### src/rtl/mem_access_stage.sv
// rtl/mem_access_stage.sv - load/store memory stage with variable-latency request/ack port
module mem_access_stage #(
    parameter int DWIDTH  = 32,
    parameter int AWIDTH  = 32,
    parameter int TIMEOUT = 16
) (
    input  logic              clk,
    input  logic              reset,
    input  logic              valid_i,
    input  logic [6:0]        opcode_i,
    input  logic [2:0]        funct3_i,
    input  logic [AWIDTH-1:0] addr_i,
    input  logic [DWIDTH-1:0] rs2_i,
    output logic              ready_o,
    output logic              valid_o,
    output logic [DWIDTH-1:0] load_data_o,
    output logic              err_o,
    output logic [1:0]        err_code_o,
    output logic              mem_req_o,
    output logic              mem_we_o,
    output logic [AWIDTH-1:0] mem_addr_o,
    output logic [3:0]        mem_be_o,
    output logic [DWIDTH-1:0] mem_wdata_o,
    input  logic              mem_ack_i,
    input  logic [DWIDTH-1:0] mem_rdata_i
);

    localparam logic [6:0] OP_LOAD  = 7'b0000011;
    localparam logic [6:0] OP_STORE = 7'b0100011;
    localparam int         CW       = $clog2(TIMEOUT + 1);
    localparam logic [CW-1:0] CNT_MAX = CW'(TIMEOUT - 1);

    localparam logic [1:0] ERR_NONE     = 2'd0;
    localparam logic [1:0] ERR_MISALIGN = 2'd1;
    localparam logic [1:0] ERR_FUNCT3   = 2'd2;
    localparam logic [1:0] ERR_TIMEOUT  = 2'd3;

    typedef enum logic [1:0] {
        S_IDLE,
        S_REQ,
        S_RESP
    } state_t;

    state_t state, state_next;

    logic [2:0]    funct3_q;
    logic [1:0]    off_q;
    logic [CW-1:0] cnt_q;

    logic              is_load, is_store, is_mem;
    logic              illegal, misaligned, mem_ok;
    logic [3:0]        be_next;
    logic [DWIDTH-1:0] wdata_next;
    logic [DWIDTH-1:0] fmt_data;
    logic [7:0]        rd_byte;
    logic [15:0]       rd_half;

    // Request decode: funct3[1:0] is the access size for both loads and stores.
    always_comb begin
        is_load    = (opcode_i == OP_LOAD);
        is_store   = (opcode_i == OP_STORE);
        is_mem     = is_load || is_store;
        illegal    = 1'b0;
        if (is_load)
            illegal = (funct3_i[1:0] == 2'b11) || (funct3_i[2] && funct3_i[1]);
        else if (is_store)
            illegal = funct3_i[2] || (funct3_i[1:0] == 2'b11);
        misaligned = ((funct3_i[1:0] == 2'd1) && addr_i[0]) ||
                     ((funct3_i[1:0] == 2'd2) && (addr_i[1:0] != 2'b00));
        mem_ok     = is_mem && !illegal && !misaligned;

        be_next    = 4'b0000;
        wdata_next = '0;
        if (is_store) begin
            case (funct3_i[1:0])
                2'd0: begin
                    be_next    = 4'b0001 << addr_i[1:0];
                    wdata_next = {4{rs2_i[7:0]}};
                end
                2'd1: begin
                    be_next    = 4'b0011 << addr_i[1:0];
                    wdata_next = {2{rs2_i[15:0]}};
                end
                default: begin
                    be_next    = 4'b1111;
                    wdata_next = rs2_i;
                end
            endcase
        end
    end

    // Load formatting from the latched size/sign and byte offset.
    always_comb begin
        rd_byte  = mem_rdata_i[8*off_q +: 8];
        rd_half  = mem_rdata_i[16*off_q[1] +: 16];
        fmt_data = '0;
        case (funct3_q)
            3'd0:    fmt_data = {{24{rd_byte[7]}}, rd_byte};
            3'd1:    fmt_data = {{16{rd_half[15]}}, rd_half};
            3'd2:    fmt_data = mem_rdata_i;
            3'd4:    fmt_data = {24'd0, rd_byte};
            3'd5:    fmt_data = {16'd0, rd_half};
            default: fmt_data = '0;
        endcase
    end

    always_ff @(posedge clk) begin
        if (reset)
            state <= S_IDLE;
        else
            state <= state_next;
    end

    always_comb begin
        state_next = state;
        ready_o    = 1'b0;
        mem_req_o  = 1'b0;
        case (state)
            S_IDLE: begin
                ready_o = 1'b1;
                if (valid_i && mem_ok)
                    state_next = S_REQ;
            end
            S_REQ: begin
                mem_req_o = 1'b1;
                if (mem_ack_i || (cnt_q == CNT_MAX))
                    state_next = S_RESP;
            end
            S_RESP:  state_next = S_IDLE;
            default: state_next = S_IDLE;
        endcase
    end

    // Completion results are registered so valid_o lands on the cycle after the deciding edge.
    always_ff @(posedge clk) begin
        if (reset) begin
            valid_o     <= 1'b0;
            load_data_o <= '0;
            err_o       <= 1'b0;
            err_code_o  <= ERR_NONE;
            mem_we_o    <= 1'b0;
            mem_addr_o  <= '0;
            mem_be_o    <= 4'b0000;
            mem_wdata_o <= '0;
            funct3_q    <= 3'd0;
            off_q       <= 2'd0;
            cnt_q       <= '0;
        end else begin
            valid_o <= 1'b0;
            case (state)
                S_IDLE: begin
                    if (valid_i) begin
                        if (!is_mem || illegal || misaligned) begin
                            valid_o     <= 1'b1;
                            load_data_o <= '0;
                            err_o       <= is_mem;
                            err_code_o  <= !is_mem ? ERR_NONE :
                                           illegal ? ERR_FUNCT3 : ERR_MISALIGN;
                        end else begin
                            mem_we_o    <= is_store;
                            mem_addr_o  <= {addr_i[AWIDTH-1:2], 2'b00};
                            mem_be_o    <= be_next;
                            mem_wdata_o <= wdata_next;
                            funct3_q    <= funct3_i;
                            off_q       <= addr_i[1:0];
                            cnt_q       <= '0;
                        end
                    end
                end
                S_REQ: begin
                    if (mem_ack_i) begin
                        valid_o     <= 1'b1;
                        err_o       <= 1'b0;
                        err_code_o  <= ERR_NONE;
                        load_data_o <= mem_we_o ? '0 : fmt_data;
                    end else if (cnt_q == CNT_MAX) begin
                        valid_o     <= 1'b1;
                        err_o       <= 1'b1;
                        err_code_o  <= ERR_TIMEOUT;
                        load_data_o <= '0;
                    end else begin
                        cnt_q <= cnt_q + 1'b1;
                    end
                end
                default: ;
            endcase
        end
    end

endmodule

### config.mk
export PLATFORM = sky130hd
export DESIGN_NAME = mem_access_stage
export DESIGN_NICKNAME = d
export VERILOG_FILES = /design/src/rtl/mem_access_stage.sv
export SDC_FILE = /design/constraint.sdc
export NUM_CORES = 1
export LEC_CHECK = 0
export ABC_AREA = 1
export BUFFER_PORTS_ARGS = -buffer_cell sky130_fd_sc_hd__buf_2
export CORE_MARGIN = 1
export CORE_UTILIZATION = 35
export CTS_CLUSTER_DIAMETER = 200
export DETAILED_ROUTE_END_ITERATION = 7
export PLACE_DENSITY_LB_ADDON = 0.08
export SLEW_MARGIN = 25
export SYNTH_ARGS = -nofsm -noshare
export SYNTH_HDL_FRONTEND = slang
export SYNTH_SLANG_ARGS = --single-unit
export TNS_END_PERCENT = 1
### constraint.sdc
create_clock -name clk -period 2.2 [get_ports clk]
set_input_delay 0.44 -clock clk [delete_from_list [all_inputs] [get_ports clk]]
set_output_delay 0.44 -clock clk [all_outputs]
set_load 0.005 [all_outputs]
==> results.yml <==
power:
  p_clk_frac: 0.539
  pwr-share-comb: 0.072
  max-vdd-ir-drop_v: 0.000522
  internal-power_mw: 4.13
  switchingPower_mw: 1.25
  switching_share: 0.232
  p_leak_nw: 3.46
  power_density_nw_per_um2: 696
  p_total_mw: 5.38
  seqPwrFrac: 0.389
detailed_routing:
  wl_um: 18600
  drt_iter0_markers: 328
  dr.pass1.iters: 5
  avgRoutedWirePerCell_um: 14.3
  route.detailed.drc: 0
  vias: 6288
  via_per_inst: 4.86
  antenna_left: 0
place:
  dp_hpwl_um: 12900
  place_congestion: 0.782
  portBuffers: 214
sta:
  hold_viol: 0
  timing.fmax_mhz: 540
  min_period_over_period: 0.841
  skew_ns: 0.0130
  slew_violations: 0
  whs_ns: 0.295
  relSlewSlack: 0.587
  fin_crit_ns: 1.85
  finalSetupViolCount: 0
  fin_tns_setup_ns: 0
  worstMarginPinSlew_ns: 0.618
  rsz0062_at_grt: "false"
grt:
  grt_overflow: 0
  grt_pass1_wl_um: 30300
  grt_pass1_vias: 5972
  grt_max_degree: 68
  grt_use_total: 0.217
  grt_antenna_before_repair: 0
layout:
  final_cell_mix: "nand2_1, buf_2, a21oi_1, dfxtp_1, nor2_1"
  fillers: 1801
  multiInputGateArea_um2: 3080
  syn2layout_area_growth_pct: 30.8
  layout_commonest_cell: "nand2_1"
  n_antenna_cell: 0
  nNetsFinal: 1174
  layout-drive-gt1-share: 0.278
  seqCellArea_um2: 2300
logic_synthesis:
  yosysWarnings: 0
  syn_inst: 876
  synth-seq-area-share: 0.390
  ys_ff_latch: 115
  synth_area_um2: 5900
  synth_area_per_cell_um2: 6.74
  ys.flop_type: "dfxtp_1"
  synth_edf_count: 0
  async_flop_share: 0
  ys_types: 32
cts:
  postCtsResizedCells: 0
  clk_latency_ns: 0.42
  cts_root_buf: "clkbuf_16"
  holdBufCountCts: 0
  clockBufferDepth: 2
  tritoncts: "done"
  cts_buffers: 17
  numClockSinks: 115
  post_cts.repair.setup_buffers: 0
  htreeDepth: 4
  clk_pin_slew_ns: 0.05
floorplanning:
  fp.dieW_um: 132
  fp.dieH_um: 132
  io_pins: 217
  die_area_um2: 17400
  initial_core_util: 0.357
  rows: 47
  coreArea_um2: 16500
run:
  maxCapViolCount: 0
critical_path:
  worst_setup_path_start_kind: "flop"
  setup.worst_path.class: "reg -> reg"
  crit_fanout: 16
  critPathCaptureType: "flop"
  arrival_ns: 2.19
  required_ns: 2.54
min_path:
  hp-class: "in -> reg"
outcome:
  status: "complete, no violations"
==> worst paths after layout <==
kind	startpoint	end	slack, ns	depth (start not counted)
setup / recovery	funct3_q[0]	load_data_o[17]	0.35	6
hold / removal	funct3_i[2]	funct3_q[2]	0.30	3
setup reg to reg	funct3_q[0]	load_data_o[17]	0.35	6
hold reg to reg	mem_addr_o[15]	mem_addr_o[15]	0.46	2
==> worst max-delay path: stages, from the launching register on <==
cell	delay [ns]
dfxtp_1	0.39
inv_1	0.14
nor2_4	0.24
nand3_1	0.50
nand3_1	0.28
nand2_1	0.07
a21oi_1	0.15
==> metal layers <==
layer | track usage | vias to the layer above | share of wire
met2 | 0.351 | 187 | 0.47
met3 | 0.0665 | 18 | 0.070
met5 | 0 | - | 0
met1 | 0.277 | 2810 | 0.45
li1 | - | 3273 | -
met4 | 0.0601 | 0 | 0.0097
==> final cells by class <==
type,count,area share
Inverter,44,0.0217
Clock inverter,13,0.0237
Clock buffer,19,0.0561
Sequential cell,115,0.298
Timing Repair Buffer,232,0.166
Tap cell,220,0.0356
Multi-Input combinational cell,652,0.399
==> synth_stat cells (4+ instances only) <==
master	instances	area, um2
nand2_2	4	25.0
nand3_1	52	260
buf_2	19	95.1
inv_2	5	18.8
nand4_1	68	425
buf_6	7	78.8
or2_2	14	87.6
nor2_1	87	327
dfxtp_1	115	2300
inv_1	38	143
o211ai_1	6	45.0
buf_4	12	90.1
a21oi_1	117	586
nand2_1	270	1010
o21ai_0	11	55.1
clkbuf_1	25	93.8
==> logic make-up after synthesis <==
group,after synthesis,share of synthesized area
AO/OA/AOI/OAI,134,0.116
flip-flops,115,0.390
other,1,0.000635
XOR/XNOR,1,0.00148
AND/OR/NAND/NOR,513,0.396
adder cells (fa/ha/maj),2,0.00424
buffers and inverters,110,0.0910
==> through the flow <==
stage                util  cell area (um2)  setup WS [ns]  cells
finish              0.467             7720          0.349   1295
global route        0.467             7720          0.107   1295
CTS                 0.467             7720          0.302   1295
detailed placement  0.430             7110          0.260   1263
global placement    0.430             7110          0.293   1263
floorplan               -             5910          0.573    877
==> flip-flops by register name, summed over array words and instances, names as in the netlist, 2 cells and up <==
register / cells
load_data_o: 32
mem_wdata_o: 32
mem_addr_o: 30
cnt_q: 5
mem_be_o: 4
funct3_q: 3
err_code_o: 2
off_q: 2
state: 2
==> power groups by stage <==
stage               clock, mW  sequential [mW]  combinational, mW
global route             3.07             2.09              0.433
global placement            0             2.14              0.391
CTS                      2.95             2.09              0.391
floorplan                   0             2.14              0.209
finish                   2.90             2.09              0.389
detailed placement          0             2.14              0.389
Note: power is estimated with default switching activity, not from simulation.
